==> src/rtl/fp_accum.sv <==
// Sequential IEEE-754 single-precision window accumulator: align, add, then
// normalise one bit per clock; emits the sum of every N_TERMS accepted terms.
module fp_accum #(
  parameter int unsigned N_TERMS = 9,
  parameter int unsigned CNT_W   = 8
) (
  input  logic        clock,
  input  logic        reset_n,
  input  logic        in_valid,
  output logic        in_ready,
  input  logic [31:0] in_data,
  output logic        out_valid,
  input  logic        out_ready,
  output logic [31:0] out_data,
  output logic        busy
);

  typedef enum logic [2:0] {
    S_IDLE  = 3'd0,
    S_ALIGN = 3'd1,
    S_ADD   = 3'd2,
    S_NORM  = 3'd3,
    S_STEP  = 3'd4,
    S_OUT   = 3'd5
  } state_t;

  state_t             state_r,     state_s;
  logic [31:0]        term_r,      term_s;
  logic [31:0]        acc_r,       acc_s;
  logic               a_sign_r,    a_sign_s;
  logic               b_sign_r,    b_sign_s;
  logic [23:0]        a_frac_r,    a_frac_s;
  logic [23:0]        b_frac_r,    b_frac_s;
  logic [7:0]         w_exp_r,     w_exp_s;
  logic [CNT_W-1:0]   count_r,     count_s;
  logic [31:0]        out_data_r,  out_data_s;
  logic               out_valid_r, out_valid_s;
  logic               in_ready_r,  in_ready_s;
  logic               busy_r,      busy_s;

  logic [7:0]         t_exp_s, c_exp_s, exp_diff_s, exp_dec_s;
  logic [23:0]        t_frac_s, c_frac_s, small_frac_s, shl_s;
  logic               term_big_s;
  logic [24:0]        sum_s;

  // Operand decode and arithmetic shared by the FSM states.
  always_comb begin
    t_exp_s      = term_r[30:23];
    c_exp_s      = acc_r[30:23];
    t_frac_s     = {1'b1, term_r[22:0]};
    c_frac_s     = {1'b1, acc_r[22:0]};
    term_big_s   = (t_exp_s > c_exp_s);
    exp_diff_s   = term_big_s ? (t_exp_s - c_exp_s) : (c_exp_s - t_exp_s);
    small_frac_s = term_big_s ? c_frac_s : t_frac_s;
    sum_s        = {1'b0, a_frac_r} + {1'b0, b_frac_r};
    shl_s        = {a_frac_r[22:0], 1'b0};
    exp_dec_s    = w_exp_r - 8'd1;
  end

  // Next-state and datapath update for every FSM state.
  always_comb begin
    state_s     = state_r;
    term_s      = term_r;
    acc_s       = acc_r;
    a_sign_s    = a_sign_r;
    b_sign_s    = b_sign_r;
    a_frac_s    = a_frac_r;
    b_frac_s    = b_frac_r;
    w_exp_s     = w_exp_r;
    count_s     = count_r;
    out_data_s  = out_data_r;
    out_valid_s = out_valid_r;
    case (state_r)
      S_IDLE: begin
        if (in_valid && in_ready_r) begin
          term_s  = in_data;
          state_s = S_ALIGN;
        end else begin
          state_s = S_IDLE;
        end
      end
      S_ALIGN: begin
        // Zero terms and an already saturated acc leave the sum unchanged.
        if (t_exp_s == 8'd0 || c_exp_s == 8'hFF) begin
          state_s = S_STEP;
        end else if (t_exp_s == 8'hFF) begin
          acc_s   = {term_r[31], 8'hFF, 23'd0};
          state_s = S_STEP;
        end else if (c_exp_s == 8'd0) begin
          acc_s   = term_r;
          state_s = S_STEP;
        end else begin
          a_sign_s = term_big_s ? term_r[31] : acc_r[31];
          b_sign_s = term_big_s ? acc_r[31]  : term_r[31];
          a_frac_s = term_big_s ? t_frac_s   : c_frac_s;
          w_exp_s  = term_big_s ? t_exp_s    : c_exp_s;
          b_frac_s = (exp_diff_s >= 8'd24) ? 24'd0 : (small_frac_s >> exp_diff_s);
          state_s  = S_ADD;
        end
      end
      S_ADD: begin
        if (a_sign_r == b_sign_r) begin
          if (sum_s[24]) begin
            if (w_exp_r == 8'hFE) begin
              acc_s   = {a_sign_r, 8'hFF, 23'd0};
              state_s = S_STEP;
            end else begin
              a_frac_s = sum_s[24:1];
              w_exp_s  = w_exp_r + 8'd1;
              state_s  = S_NORM;
            end
          end else begin
            a_frac_s = sum_s[23:0];
            state_s  = S_NORM;
          end
        end else if (a_frac_r == b_frac_r) begin
          acc_s   = 32'd0;
          state_s = S_STEP;
        end else if (a_frac_r > b_frac_r) begin
          a_frac_s = a_frac_r - b_frac_r;
          state_s  = S_NORM;
        end else begin
          a_frac_s = b_frac_r - a_frac_r;
          a_sign_s = b_sign_r;
          state_s  = S_NORM;
        end
      end
      S_NORM: begin
        // Pack in the same cycle as the final shift, so k shifts take k cycles.
        if (a_frac_r[23]) begin
          acc_s   = {a_sign_r, w_exp_r, a_frac_r[22:0]};
          state_s = S_STEP;
        end else if (w_exp_r == 8'd1) begin
          acc_s   = 32'd0;
          state_s = S_STEP;
        end else begin
          a_frac_s = shl_s;
          w_exp_s  = exp_dec_s;
          if (shl_s[23]) begin
            acc_s   = {a_sign_r, exp_dec_s, shl_s[22:0]};
            state_s = S_STEP;
          end else begin
            state_s = S_NORM;
          end
        end
      end
      S_STEP: begin
        count_s = count_r + {{(CNT_W-1){1'b0}}, 1'b1};
        if (count_s == CNT_W'(N_TERMS)) begin
          out_data_s  = acc_r;
          out_valid_s = 1'b1;
          state_s     = S_OUT;
        end else begin
          state_s = S_IDLE;
        end
      end
      S_OUT: begin
        if (out_ready) begin
          out_valid_s = 1'b0;
          acc_s       = 32'd0;
          count_s     = {CNT_W{1'b0}};
          state_s     = S_IDLE;
        end else begin
          state_s = S_OUT;
        end
      end
      default: begin
        state_s = S_IDLE;
      end
    endcase
    in_ready_s = (state_s == S_IDLE);
    busy_s     = (state_s != S_IDLE);
  end

  // State, datapath and registered outputs.
  always_ff @(posedge clock or negedge reset_n) begin
    if (!reset_n) begin
      state_r     <= S_IDLE;
      term_r      <= 32'd0;
      acc_r       <= 32'd0;
      a_sign_r    <= 1'b0;
      b_sign_r    <= 1'b0;
      a_frac_r    <= 24'd0;
      b_frac_r    <= 24'd0;
      w_exp_r     <= 8'd0;
      count_r     <= {CNT_W{1'b0}};
      out_data_r  <= 32'd0;
      out_valid_r <= 1'b0;
      in_ready_r  <= 1'b1;
      busy_r      <= 1'b0;
    end else begin
      state_r     <= state_s;
      term_r      <= term_s;
      acc_r       <= acc_s;
      a_sign_r    <= a_sign_s;
      b_sign_r    <= b_sign_s;
      a_frac_r    <= a_frac_s;
      b_frac_r    <= b_frac_s;
      w_exp_r     <= w_exp_s;
      count_r     <= count_s;
      out_data_r  <= out_data_s;
      out_valid_r <= out_valid_s;
      in_ready_r  <= in_ready_s;
      busy_r      <= busy_s;
    end
  end

  assign in_ready  = in_ready_r;
  assign out_valid = out_valid_r;
  assign out_data  = out_data_r;
  assign busy      = busy_r;

endmodule
==> config.mk <==
export PLATFORM = sky130hd
export DESIGN_NAME = fp_accum
export DESIGN_NICKNAME = d
export VERILOG_FILES = /design/src/rtl/fp_accum.sv
export SDC_FILE = /design/constraint.sdc
export NUM_CORES = 1
export LEC_CHECK = 0
export ABC_AREA = 1
export CORE_UTILIZATION = 45
export CTS_CLUSTER_DIAMETER = 200
export CTS_CLUSTER_SIZE = 20
export DETAILED_ROUTE_END_ITERATION = 10
export GPL_ROUTABILITY_DRIVEN = 0
export GPL_TIMING_DRIVEN = 0
export PLACE_DENSITY_LB_ADDON = 0.1
export RECOVER_POWER = 25
export SETUP_SLACK_MARGIN = 0.2
export SLEW_MARGIN = 5
export SYNTH_ARGS = -nofsm -noshare
export SYNTH_HDL_FRONTEND = slang
export SYNTH_SLANG_ARGS = --single-unit
==> constraint.sdc <==
create_clock -name clock -period 3.78 [get_ports clock]
set_clock_uncertainty 0.2 [all_clocks]
set_input_delay 0.945 -clock clock [delete_from_list [all_inputs] [get_ports clock]]
set_output_delay 0.945 -clock clock [all_outputs]
set_load 0.01 [all_outputs]
==> results.txt <==
In this run, post-CTS hold repair placed 0 buffers. The tools report the total via count after detailed routing as 17,273. The run gives 0 as the total of warnings raised by yosys. The total count of hold-check failures in the final report is 0. For the met2 track demand over resource, the log shows 0.515. The tools report the starting density of the core as 0.458. The worst path meets setup with 226 ps of slack. TritonCTS created 17 clock buffers. Category of the worst setup path launch point: a register. Wires add up to 60,500 µm. The initial antenna violation count is 1, and the portion of the post-synthesis area used by sequential elements is 0.273. Synthesis produced a netlist with a net count of 2,507. The first global-routing pass estimated 92,600 µm of wire. Measured along the y axis, the die boundary spans 187 µm.

From synthesis to final layout, the design area changed by 16.6%. The run finished, with violations left. The clock latency on the worst-skew pair is 460 ps, and the layout cell share with drive strength beyond 1 is 0.0949.

The number of global-route vias before repair is 16,203, and the routing usage on met1 is 0.480. For the residual DRC count, the log shows 0. The area of all placed cells without fillers came out at 17,900 µm². The number of enable flip-flop cells after synthesis is 0, and the final-layout worst hold slack is 286 ps. The data arrival time of the critical path is 3680 ps.

The run gives 4 as the total number of H-tree levels. The run gives 66 as the number of max-slew violations in the final report. The buffer type at the clock tree root was sky130_fd_sc_hd__clkbuf_16. The critical path is of the register to register type. The repair_antennas step left the layout with diodes totalling 0. Busiest layer in global routing: met2. In this design, the stage delay of the slowest critical-path cell is 430 ps. CTS saw 168 sinks. The detail-routed via count per cell is 5.84. Among all flip-flop cells after synthesis, the most frequent one is sky130_fd_sc_hd__dfrtp_1. Setup repair after global routing could not meet its margin everywhere. The critical path goes through inv_1 -> ha_1 -> clkbuf_2 -> nand2_1 -> nor3_2 -> nand2_1 -> nor2_4 -> nand2_1 -> nand3_2 -> nand2_4 -> inv_1 -> buf_4 -> nand2_1 -> a21oi_2 -> o21ai_0 -> o21ai_0 -> nand2_1.

The worst path needs 3550 ps of the cycle, external delays included. Once detail routing completed, the nets flagged for antenna violations numbered 0. The critical path capture point type was a register. The number of I/O pins was 71; the worst slack after detailed placement was -388 ps. The upper clock frequency limit is 281 MHz, and the number of maximum-capacitance constraint violations is 1.

After routing, the total negative slack on setup checks comes to 0 ps. The library cell contributing the largest single delay on the critical path was sky130_fd_sc_hd__dfrtp_2. Setup violations remaining at the end of the flow were counted as 0.

For the buffer depth of the longest clock path, the log shows 2. The floorplan step defined a die boundary enclosing 34,900 µm². The final worst-path cycle share came out at 0.940. Synthesis inferred 168 register bits. The logs give 3910 ps for the data required time at the worst endpoint and 104 for the largest net degree at the start of global routing. Along the worst path, the maximum fanout reaches 10. The global router's overall resource usage came out at 0.343. Number of distinct library cells after synthesis: 56. The detailed router finished its first iteration with 2,347 violations. The routing usage on met3 came out at 0.0585. The detailed-placement wirelength estimate was 48,200 µm. The count of input and output buffers was 70; the worst-case headroom to the max-slew limit was -0.118. Summing all placed instances gives a cell area of 16,700 µm². The total congestion overflow after global routing came out at 0. The run gives 67 as the count of standard-cell rows. The post-CTS clock slew at the launch and capture registers of the worst setup and hold paths works out to 70 ps. The checks that failed: capacitance limit, slew limit.

The routed length per instance works out to 20.5 µm. The core region is 33,600 µm². TritonCTS built the clock tree. The average cell area after synthesis came out at 6.49 µm².

For the pin with the worst max-slew slack, the measured transition is 1680 ps. The class of the most critical hold timing path is register to register. The net count of the finished layout is 2,629, and the horizontal die dimension is 187 µm. Gate count of the mapped netlist: 2,373. Fraction of synthesis flops using an asynchronous set or reset pin: 1.00.

The most repeated library cell on the critical path is sky130_fd_sc_hd__nand2_1. Before antenna repair, the detailed router went through 8 iterations. The mapped netlist covers 15,400 µm².
cell usage after synthesis, types with 4 or more instances:
cell type / number / area (µm²)
sky130_fd_sc_hd__ha_1: 93 / 1160
sky130_fd_sc_hd__a21boi_0: 4 / 30.0
sky130_fd_sc_hd__clkbuf_1: 45 / 169
sky130_fd_sc_hd__buf_2: 38 / 190
sky130_fd_sc_hd__xor2_1: 65 / 569
sky130_fd_sc_hd__inv_1: 263 / 987
sky130_fd_sc_hd__a211oi_1: 16 / 120
sky130_fd_sc_hd__nand2_1: 669 / 2510
sky130_fd_sc_hd__nor2_2: 4 / 25.0
sky130_fd_sc_hd__o21bai_1: 11 / 82.6
sky130_fd_sc_hd__a21oi_1: 133 / 666
sky130_fd_sc_hd__buf_6: 7 / 78.8
sky130_fd_sc_hd__o221ai_1: 17 / 149
sky130_fd_sc_hd__o21ai_1: 12 / 60.1
sky130_fd_sc_hd__dfrtp_1: 167 / 4180
sky130_fd_sc_hd__inv_2: 11 / 41.3
sky130_fd_sc_hd__o211ai_1: 17 / 128
sky130_fd_sc_hd__a21o_1: 7 / 52.6
sky130_fd_sc_hd__o21ai_0: 268 / 1340
sky130_fd_sc_hd__fa_1: 5 / 100
sky130_fd_sc_hd__clkinv_1: 6 / 22.5
sky130_fd_sc_hd__nand4_1: 37 / 231
sky130_fd_sc_hd__nor3_1: 24 / 120
sky130_fd_sc_hd__buf_1: 5 / 18.8
sky130_fd_sc_hd__nor2_1: 149 / 559
sky130_fd_sc_hd__nor4_1: 5 / 31.3
sky130_fd_sc_hd__or2_2: 4 / 25.0
sky130_fd_sc_hd__o22ai_1: 11 / 68.8
sky130_fd_sc_hd__a31oi_1: 6 / 37.5
sky130_fd_sc_hd__nand2_2: 5 / 31.3
sky130_fd_sc_hd__nand3_1: 220 / 1100
sky130_fd_sc_hd__buf_4: 7 / 52.6
layout make-up:
cell class	instances	area, µm²
Clock inverter	14	234
Timing Repair Buffer	102	981
Multi-Input combinational cell	1822	9820
Tap cell	448	561
Inverter	281	1080
Clock buffer	18	439
Fill cell	3399	15700
Sequential cell	168	4230
Buffer	103	599
stage by stage:
| stage | std cells | utilization |
|---|---|---|
| 2_1_floorplan | 2373 | - |
| 3_3_place_gp | 2891 | 0.495 |
| 3_5_place_dp | 2892 | 0.496 |
| 4_1_cts | 2931 | 0.521 |
| 5_1_grt | 2956 | 0.534 |
| 6_report | 2956 | 0.534 |
state kept, by name (all words and copies together), names as in the netlist, 3 cells and up:
name      cells
acc_r        32
state_r       3
a_frac_r     24
w_exp_r       8
b_frac_r     24
term_r       32
count_r       8
out_data     32
placed cells by master, fill, tap and decap left out, types with 17 or more instances in the layout:
master / n
sky130_fd_sc_hd__buf_4: 41
sky130_fd_sc_hd__buf_2: 21
sky130_fd_sc_hd__nand3_1: 216
sky130_fd_sc_hd__o221ai_1: 17
sky130_fd_sc_hd__clkbuf_16: 17
sky130_fd_sc_hd__clkbuf_1: 36
sky130_fd_sc_hd__nand4_1: 37
sky130_fd_sc_hd__a21oi_1: 127
sky130_fd_sc_hd__ha_1: 88
sky130_fd_sc_hd__nand2_1: 663
sky130_fd_sc_hd__xor2_1: 65
sky130_fd_sc_hd__o21ai_1: 19
sky130_fd_sc_hd__dfrtp_1: 151
sky130_fd_sc_hd__o211ai_1: 17
sky130_fd_sc_hd__clkdlybuf4s50_1: 69
sky130_fd_sc_hd__inv_1: 253
sky130_fd_sc_hd__o21ai_0: 255
sky130_fd_sc_hd__nor3_1: 22
sky130_fd_sc_hd__nor2_1: 145
kinds of logic after synthesis:
group,count (synthesis),share of synthesized area
AND/OR/NAND/NOR,1130,0.312
AO/OA/AOI/OAI,523,0.190
buffers and inverters,384,0.102
flip-flops,168,0.273
adder cells (fa/ha/maj),98,0.0821
XOR/XNOR,70,0.0408
worst max-delay path, delay by kind of cell, from the launching register on:
family                     cells  cell delay (ps)
AOI/OAI and AO/OA              3              520
DFF                            1              430
buffers and inverters          4              710
adders and majority gates      1              290
and+or+nand+nor                9             1280
final timing paths:
path,startpoint,to,slack (ps),cells past startpoint
setup / recovery,a_frac_r[21],a_frac_r[6],230,17
hold / removal,out_valid,out_valid,290,2
setup reg to reg,a_frac_r[21],a_frac_r[6],230,17
hold reg to reg,out_valid,out_valid,290,2
max in group asynchronous,reset_n,a_frac_r[19],1400,2
min in group asynchronous,reset_n,out_data[24],700,1
per-layer routing:
layer | wire length (µm) | vias up
li1 | - | 8058
met1 | 26200 | 8040
met2 | 25600 | 998
met3 | 5790 | 177
met4 | 2950 | 0
met5 | 0 | -
repair_timing:
action | in CTS | in global routing
gates resized for setup | 40 | 94
pin swaps | 6 | 10
buffers inserted | 7 | 24
endpoints found under the setup margin | 70 | 87
cloned | 0 | 1
Power is left out: the tool's default activity adds up to more than one toggle a clock period on the data nets, which glitch-free logic cannot reach.
